## src/rtl/lsu_pkg.sv

```systemverilog
// Shared definitions for the byte-serial load/store controller:
// RISC-V width codes, FSM states, beat limits and small decode helpers.
package lsu_pkg;

  localparam logic [2:0] F3_LB  = 3'b000;
  localparam logic [2:0] F3_LH  = 3'b001;
  localparam logic [2:0] F3_LW  = 3'b010;
  localparam logic [2:0] F3_LBU = 3'b100;
  localparam logic [2:0] F3_LHU = 3'b101;

  localparam int MAX_BEATS = 4;
  localparam int BEAT_W    = $clog2(MAX_BEATS);

  typedef enum logic [1:0] {
    ST_IDLE,
    ST_ACCESS,
    ST_RESP
  } lsu_state_t;

  // Number of byte beats for a width code; 0 marks an unknown code.
  function automatic logic [2:0] beats_for(input logic [2:0] funct3);
    case (funct3)
      F3_LB, F3_LBU: beats_for = 3'd1;
      F3_LH, F3_LHU: beats_for = 3'd2;
      F3_LW:         beats_for = 3'd4;
      default:       beats_for = 3'd0;
    endcase
  endfunction

  // Unsigned variants only exist for loads.
  function automatic logic funct3_legal(input logic [2:0] funct3, input logic we);
    funct3_legal = (beats_for(funct3) != 3'd0) && !(we && funct3[2]);
  endfunction

  // Natural-alignment test, only consulted when the misalignment trap is built in.
  function automatic logic is_misaligned(input logic [2:0] funct3, input logic [1:0] addr_lo);
    case (funct3)
      F3_LH, F3_LHU: is_misaligned = addr_lo[0];
      F3_LW:         is_misaligned = (addr_lo != 2'b00);
      default:       is_misaligned = 1'b0;
    endcase
  endfunction

  // Byte idx of a 32-bit word, idx 0 being bits [7:0].
  function automatic logic [7:0] byte_sel(input logic [31:0] w, input logic [1:0] idx);
    case (idx)
      2'd0:    byte_sel = w[7:0];
      2'd1:    byte_sel = w[15:8];
      2'd2:    byte_sel = w[23:16];
      default: byte_sel = w[31:24];
    endcase
  endfunction

endpackage

```

## src/rtl/lsu_byte_ctrl_if.sv

```systemverilog
// Pipeline request/response and byte-memory port bundle for lsu_byte_ctrl.
// slave: the controller's view; master: the pipeline/memory side.
interface lsu_byte_ctrl_if #(parameter int ADDR_W = 32) ();
  logic              req_valid;
  logic              req_ready;
  logic              req_we;
  logic [2:0]        req_funct3;
  logic [ADDR_W-1:0] req_addr;
  logic [31:0]       req_wdata;
  logic              resp_valid;
  logic [31:0]       resp_rdata;
  logic              resp_err;
  logic              mem_re;
  logic              mem_we;
  logic [ADDR_W-1:0] mem_addr;
  logic [7:0]        mem_wdata;
  logic [7:0]        mem_rdata;

  modport slave (
    input  req_valid, req_we, req_funct3, req_addr, req_wdata, mem_rdata,
    output req_ready, resp_valid, resp_rdata, resp_err,
           mem_re, mem_we, mem_addr, mem_wdata
  );

  modport master (
    output req_valid, req_we, req_funct3, req_addr, req_wdata, mem_rdata,
    input  req_ready, resp_valid, resp_rdata, resp_err,
           mem_re, mem_we, mem_addr, mem_wdata
  );
endinterface

```

## src/rtl/lsu_load_extend.sv

```systemverilog
// Sign/zero extension of the assembled load bytes according to the width code.
module lsu_load_extend
  import lsu_pkg::*;
(
  input  logic [31:0] acc,
  input  logic [2:0]  funct3,
  output logic [31:0] result
);

  // Pick the extension from the low byte/half of the accumulator.
  always_comb begin
    result = acc;
    case (funct3)
      F3_LB:   result = {{24{acc[7]}}, acc[7:0]};
      F3_LBU:  result = {24'h000000, acc[7:0]};
      F3_LH:   result = {{16{acc[15]}}, acc[15:0]};
      F3_LHU:  result = {16'h0000, acc[15:0]};
      default: result = acc;
    endcase
  end

endmodule

```

## src/rtl/lsu_byte_ctrl.sv

```systemverilog
// Byte-serial load/store controller: one request at a time, split into
// 1/2/4 big-endian byte beats on a byte-wide memory port.
// Optional build macro LSU_MISALIGN_TRAP_EN rejects misaligned H/W accesses.
module lsu_byte_ctrl
  import lsu_pkg::*;
#(
  parameter int ADDR_W = 32
) (
  input logic           clk,
  input logic           rst,
  lsu_byte_ctrl_if.slave bus
);

  lsu_state_t        state_reg;
  logic              we_reg;
  logic [2:0]        funct3_reg;
  logic [ADDR_W-1:0] addr_reg;
  logic [31:0]       wdata_reg;
  logic [BEAT_W-1:0] beat_reg;
  logic [23:0]       acc_reg;
  logic              req_ready_reg;
  logic              resp_valid_reg;
  logic              resp_err_reg;
  logic [31:0]       resp_rdata_reg;
  logic              mem_re_reg;
  logic              mem_we_reg;
  logic [ADDR_W-1:0] mem_addr_reg;
  logic [7:0]        mem_wdata_reg;

  logic              accept;
  logic              reject;
  logic [2:0]        n_beats;
  logic              last_beat;
  logic [BEAT_W-1:0] beat_next;
  logic [31:0]       acc_next;
  logic [31:0]       ext_result;
  logic [1:0]        first_byte_idx;
  logic [1:0]        next_byte_idx;

  assign accept = bus.req_valid && req_ready_reg;

`ifdef LSU_MISALIGN_TRAP_EN
  assign reject = !funct3_legal(bus.req_funct3, bus.req_we) ||
                  is_misaligned(bus.req_funct3, bus.req_addr[1:0]);
`else
  assign reject = !funct3_legal(bus.req_funct3, bus.req_we);
`endif

  assign n_beats        = beats_for(funct3_reg);
  assign last_beat      = (3'(beat_reg) == n_beats - 3'd1);
  assign beat_next      = beat_reg + 1'b1;
  // Lowest address is the most significant byte: shift each read byte in at the bottom.
  assign acc_next       = {acc_reg, bus.mem_rdata};
  // Store beat k sends byte (N-1-k); these are the indices for the first and following beat.
  assign first_byte_idx = 2'(beats_for(bus.req_funct3) - 3'd1);
  assign next_byte_idx  = 2'(n_beats - 3'd2 - 3'(beat_reg));

  lsu_load_extend u_extend (
    .acc    (acc_next),
    .funct3 (funct3_reg),
    .result (ext_result)
  );

  // Controller FSM with all bus-facing outputs registered.
  always_ff @(posedge clk) begin
    if (rst) begin
      state_reg      <= ST_IDLE;
      we_reg         <= 1'b0;
      funct3_reg     <= 3'b000;
      addr_reg       <= '0;
      wdata_reg      <= 32'h0;
      beat_reg       <= '0;
      acc_reg        <= 24'h0;
      req_ready_reg  <= 1'b1;
      resp_valid_reg <= 1'b0;
      resp_err_reg   <= 1'b0;
      resp_rdata_reg <= 32'h0;
      mem_re_reg     <= 1'b0;
      mem_we_reg     <= 1'b0;
      mem_addr_reg   <= '0;
      mem_wdata_reg  <= 8'h00;
    end else begin
      case (state_reg)
        ST_IDLE: begin
          if (accept) begin
            we_reg        <= bus.req_we;
            funct3_reg    <= bus.req_funct3;
            addr_reg      <= bus.req_addr;
            wdata_reg     <= bus.req_wdata;
            beat_reg      <= '0;
            acc_reg       <= 24'h0;
            req_ready_reg <= 1'b0;
            if (reject) begin
              state_reg      <= ST_RESP;
              resp_valid_reg <= 1'b1;
              resp_err_reg   <= 1'b1;
              resp_rdata_reg <= 32'h0;
            end else begin
              state_reg     <= ST_ACCESS;
              mem_re_reg    <= !bus.req_we;
              mem_we_reg    <= bus.req_we;
              mem_addr_reg  <= bus.req_addr;
              mem_wdata_reg <= bus.req_we ? byte_sel(bus.req_wdata, first_byte_idx) : 8'h00;
            end
          end
        end
        ST_ACCESS: begin
          if (!we_reg) begin
            acc_reg <= acc_next[23:0];
          end
          if (last_beat) begin
            state_reg      <= ST_RESP;
            mem_re_reg     <= 1'b0;
            mem_we_reg     <= 1'b0;
            resp_valid_reg <= 1'b1;
            resp_err_reg   <= 1'b0;
            resp_rdata_reg <= we_reg ? 32'h0 : ext_result;
          end else begin
            beat_reg      <= beat_next;
            mem_addr_reg  <= addr_reg + ADDR_W'(beat_next);
            mem_wdata_reg <= we_reg ? byte_sel(wdata_reg, next_byte_idx) : 8'h00;
          end
        end
        ST_RESP: begin
          state_reg      <= ST_IDLE;
          resp_valid_reg <= 1'b0;
          resp_err_reg   <= 1'b0;
          req_ready_reg  <= 1'b1;
        end
        default: begin
          state_reg     <= ST_IDLE;
          mem_re_reg    <= 1'b0;
          mem_we_reg    <= 1'b0;
          req_ready_reg <= 1'b1;
        end
      endcase
    end
  end

  assign bus.req_ready  = req_ready_reg;
  assign bus.resp_valid = resp_valid_reg;
  assign bus.resp_err   = resp_err_reg;
  assign bus.resp_rdata = resp_rdata_reg;
  assign bus.mem_re     = mem_re_reg;
  assign bus.mem_we     = mem_we_reg;
  assign bus.mem_addr   = mem_addr_reg;
  assign bus.mem_wdata  = mem_wdata_reg;

endmodule

```

## src/flat_wrapper.sv

```systemverilog
// flat-port wrapper written by rule: the top's interface ports become plain ports
module lsu_byte_ctrl_flat import lsu_pkg::*;
#(
  parameter int ADDR_W = 32
)
  (clk, rst, bus_req_valid, bus_req_we, bus_req_funct3, bus_req_addr, bus_req_wdata, bus_mem_rdata, bus_req_ready, bus_resp_valid, bus_resp_rdata, bus_resp_err, bus_mem_re, bus_mem_we, bus_mem_addr, bus_mem_wdata);
  lsu_byte_ctrl_if #(.ADDR_W(ADDR_W)) bus_i ();
  input logic clk;
  input logic rst;
  input wire logic [$bits(bus_i.req_valid)-1:0] bus_req_valid;
  input wire logic [$bits(bus_i.req_we)-1:0] bus_req_we;
  input wire logic [$bits(bus_i.req_funct3)-1:0] bus_req_funct3;
  input wire logic [$bits(bus_i.req_addr)-1:0] bus_req_addr;
  input wire logic [$bits(bus_i.req_wdata)-1:0] bus_req_wdata;
  input wire logic [$bits(bus_i.mem_rdata)-1:0] bus_mem_rdata;
  output wire logic [$bits(bus_i.req_ready)-1:0] bus_req_ready;
  output wire logic [$bits(bus_i.resp_valid)-1:0] bus_resp_valid;
  output wire logic [$bits(bus_i.resp_rdata)-1:0] bus_resp_rdata;
  output wire logic [$bits(bus_i.resp_err)-1:0] bus_resp_err;
  output wire logic [$bits(bus_i.mem_re)-1:0] bus_mem_re;
  output wire logic [$bits(bus_i.mem_we)-1:0] bus_mem_we;
  output wire logic [$bits(bus_i.mem_addr)-1:0] bus_mem_addr;
  output wire logic [$bits(bus_i.mem_wdata)-1:0] bus_mem_wdata;
  assign bus_i.req_valid = bus_req_valid;
  assign bus_i.req_we = bus_req_we;
  assign bus_i.req_funct3 = bus_req_funct3;
  assign bus_i.req_addr = bus_req_addr;
  assign bus_i.req_wdata = bus_req_wdata;
  assign bus_i.mem_rdata = bus_mem_rdata;
  assign bus_req_ready = bus_i.req_ready;
  assign bus_resp_valid = bus_i.resp_valid;
  assign bus_resp_rdata = bus_i.resp_rdata;
  assign bus_resp_err = bus_i.resp_err;
  assign bus_mem_re = bus_i.mem_re;
  assign bus_mem_we = bus_i.mem_we;
  assign bus_mem_addr = bus_i.mem_addr;
  assign bus_mem_wdata = bus_i.mem_wdata;
  lsu_byte_ctrl #(.ADDR_W(ADDR_W)) u_core (.clk(clk), .rst(rst), .bus(bus_i));
endmodule
```

## config.mk

```make
export PLATFORM = sky130hd
export DESIGN_NAME = lsu_byte_ctrl_flat
export DESIGN_NICKNAME = d
export VERILOG_FILES = /design/src/rtl/lsu_pkg.sv /design/src/rtl/lsu_byte_ctrl_if.sv /design/src/rtl/lsu_load_extend.sv /design/src/rtl/lsu_byte_ctrl.sv /design/src/flat_wrapper.sv
export SDC_FILE = /design/constraint.sdc
export NUM_CORES = 1
export LEC_CHECK = 0
export BUFFER_PORTS_ARGS = -buffer_cell sky130_fd_sc_hd__buf_4
export CORE_ASPECT_RATIO = 2
export CORE_MARGIN = 1.5
export CORE_UTILIZATION = 40
export CTS_CLUSTER_DIAMETER = 40
export CTS_CLUSTER_SIZE = 25
export DETAILED_ROUTE_END_ITERATION = 7
export PLACE_DENSITY_LB_ADDON = 0.2
export SLEW_MARGIN = 0
export SYNTH_ARGS = -nofsm -noshare
export SYNTH_HDL_FRONTEND = slang
export SYNTH_SLANG_ARGS = --single-unit
export TNS_END_PERCENT = 1
```

## constraint.sdc

```tcl
create_clock -name clk -period 3.45 [get_ports clk]
set_input_delay 0.345 -clock clk [delete_from_list [all_inputs] [get_ports clk]]
set_output_delay 0.345 -clock clk [all_outputs]
set_load 0.005 [all_outputs]
```

==> results.yml <==
detailed_routing:
  postRouteWirelength_um: 22000
  ant_nets: 0
  vias: 7094
  wl_per_cell_um: 16.6
  drcViolationCount: 0
  drtIter0Drc: 292
  dr.pass1.iters: 5
  via_per_inst: 5.37
critical_path:
  cp-end-kind: "register"
  required_ns: 3.81
  path_max_fanout: 18
  critPathLaunchType: "register"
  path_class: "reg2reg"
  slowest_stage: "a211o_1"
  path_cells: "nor2_1, inv_1, ha_1, buf_4, o21ba_2, a211o_1, buf_4, a211o_1, a21oi_1"
  cp_slowest_stage_delay_ns: 0.57
  arrival_ns: 2.97
clocking:
  tritoncts: "built"
  cts_resized: 0
  htreeDepth: 4
  clockBufferDepth: 2
  cts_setup_buffers: 0
  cts_made_buffers: 17
  cts_root_buf: "clkbuf_16"
  cts_hold_buf: 0
  cts_sinks: 173
  path_clk_slew_ns: 0.07
  clock_latency_ns: 0.43
status:
  status: "finished, final reports clean"
synth:
  ys_seq_area_share_pct: 44.4
  synth_area_per_cell_um2: 8.37
  synth_top_cell_area_share_pct: 44.4
  yosys.area.top_type: "dfxtp_1"
  synthTopCellsByCount: "nand2_1, dfxtp_1, a21oi_1"
  synthArstFlopShare_pct: 0
  synth_seq_cells: 173
  synth.most_common_cell: "nand2_1"
  syn_nets: 1018
  synth-edff-count: 0
  synthCells: 931
  netlist_area_um2: 7790
  synth_area_leaders: "dfxtp_1, nand2_1, a21oi_1"
  ys.flop_type: "dfxtp_1"
  ys_types: 54
  ys_warn_count: 0
run:
  maxCapViolations: 0
grt:
  grt_antenna_before_repair: 0
  grt_pass1_wl_um: 35300
  grt_max_degree: 70
  grtUsageTotal_pct: 22.2
  grt_pass1_vias: 6925
  grt_overflow: 0
finish:
  areaGrowthSynthToFinish_pct: 25.8
  diodes: 0
  drive_gt1_share_pct: 23.1
  multi_input_area_um2: 4020
  fin_cells: 1322
  fillerInstances: 1903
  seqCellArea_um2: 3460
  fin_nets: 1137
place:
  dp_cells: 1290
  portBuffers: 155
  place.gp.congestion: 0.791
  hpwl_um: 15200
die:
  die_area_um2: 20400
  design.portCount: 156
  chipHeight_um: 200
  initial_core_util_pct: 40.6
  placement_rows: 72
  core_area_um2: 19200
  dieWidth_um: 102
timing:
  skew_ns: 0.0108
  hold_viol_final: 0
  period_share_pct: 75.6
  slew_headroom_pct: 35.1
  tightest_slew_ns: 0.973
  period_needed_ns: 2.61
  fmax_mhz: 383
  slew_violations: 0
  setup_violations: 0
  setup_tns_ns: 0
  grt_setup_unrepaired: "false"
pwr:
  power_density_nw_per_um2: 740
  ir_drop_mv: 0.418
  power.leakage_nw: 3.97
hold_path:
  min_path_type: "in2reg"
## metrics by stage
step	power, mW	cell area, um^2	hold slack (ns)	worst slack, ns	util, %
after global placement	5.26	9170	0.439	0.928	47.8
after floorplan	4.33	7790	0.432	0.723	-
after detailed placement	5.30	9170	0.445	0.871	47.8
final	7.25	9800	0.154	0.842	51.1
after global routing	7.73	9800	0.135	0.645	51.1
after CTS	7.33	9800	0.135	0.824	51.1
## power breakdown
group          leakage [nW]  internal, mW  switching [mW]
sequential             1.41          2.40           0.326
combinational          2.26          1.02            1.49
clock                 0.304          1.11           0.907
total                  3.97          4.52            2.72
## final timing paths
check	startpoint	end	slack [ns]	cells past startpoint
setup reg to reg	u_core.funct3_reg[1]$_SDFFE_PP0P_	u_core.bus.mem_addr[5]$_SDFFE_PP0P_	0.84	9
hold reg to reg	u_core.bus.mem_addr[5]$_SDFFE_PP0P_	u_core.bus.mem_addr[5]$_SDFFE_PP0P_	0.45	2
setup / recovery	u_core.funct3_reg[1]$_SDFFE_PP0P_	u_core.bus.mem_addr[5]$_SDFFE_PP0P_	0.84	9
hold / removal	bus_req_wdata[23]	u_core.wdata_reg[23]$_SDFFE_PP0P_	0.15	3
## per-layer routing
metal	part of all wire (%)	global-route usage (%)	routed length, um	up-vias
met5	0	0	0	-
met4	2.7	9.08	592	0
met3	4.1	4.08	893	33
met2	54	40.2	11800	176
met1	39	24.7	8650	3338
li1	-	-	-	3547
## placed cells by master, fill, tap and decap left out, drive strengths merged, types with 13 or more instances in the layout
master / netlist / routed
a31o: 20 / 20
xnor2: 19 / 19
nand4: 13 / 13
nand3: 32 / 32
nor3: 14 / 14
a21oi: 91 / 91
dfxtp: 173 / 173
a211o: 13 / 13
nand2: 182 / 182
inv: 10 / 16
and3: 32 / 32
nor2: 75 / 75
a22oi: 24 / 24
clkbuf: 61 / 17
nor2b: 18 / 18
buf: 14 / 175
a221o: 17 / 17
o31ai: 19 / 19
## kinds of logic after synthesis
logic type	synth area share [%]
adder cells (fa/ha/maj)	1.38
buffers and inverters	4.22
multiplexers	3.90
AND/OR/NAND/NOR	23.0
XOR/XNOR	3.37
AO/OA/AOI/OAI	19.7
flip-flops	44.4
## layout make-up
| type | count | share of cell area, % |
|---|---|---|
| flip-flops and latches | 173 | 35.3 |
| repair buffers | 175 | 13.5 |
| clock buffers | 17 | 4.34 |
| clock inverters | 15 | 2.06 |
| inverters | 10 | 0.383 |
| well taps | 259 | 3.31 |
| multi-input cells | 673 | 41.0 |
## worst max-delay path: cells and delay by family, from the launching register on
family | cells | cell delay (ns)
compound gates | 4 | 1.14
simple gates | 1 | 0.17
flops | 1 | 0.36
fa+ha+maj | 1 | 0.29
buf+inv | 3 | 0.56
No activity file was read; power rests on OpenSTA's default activity.
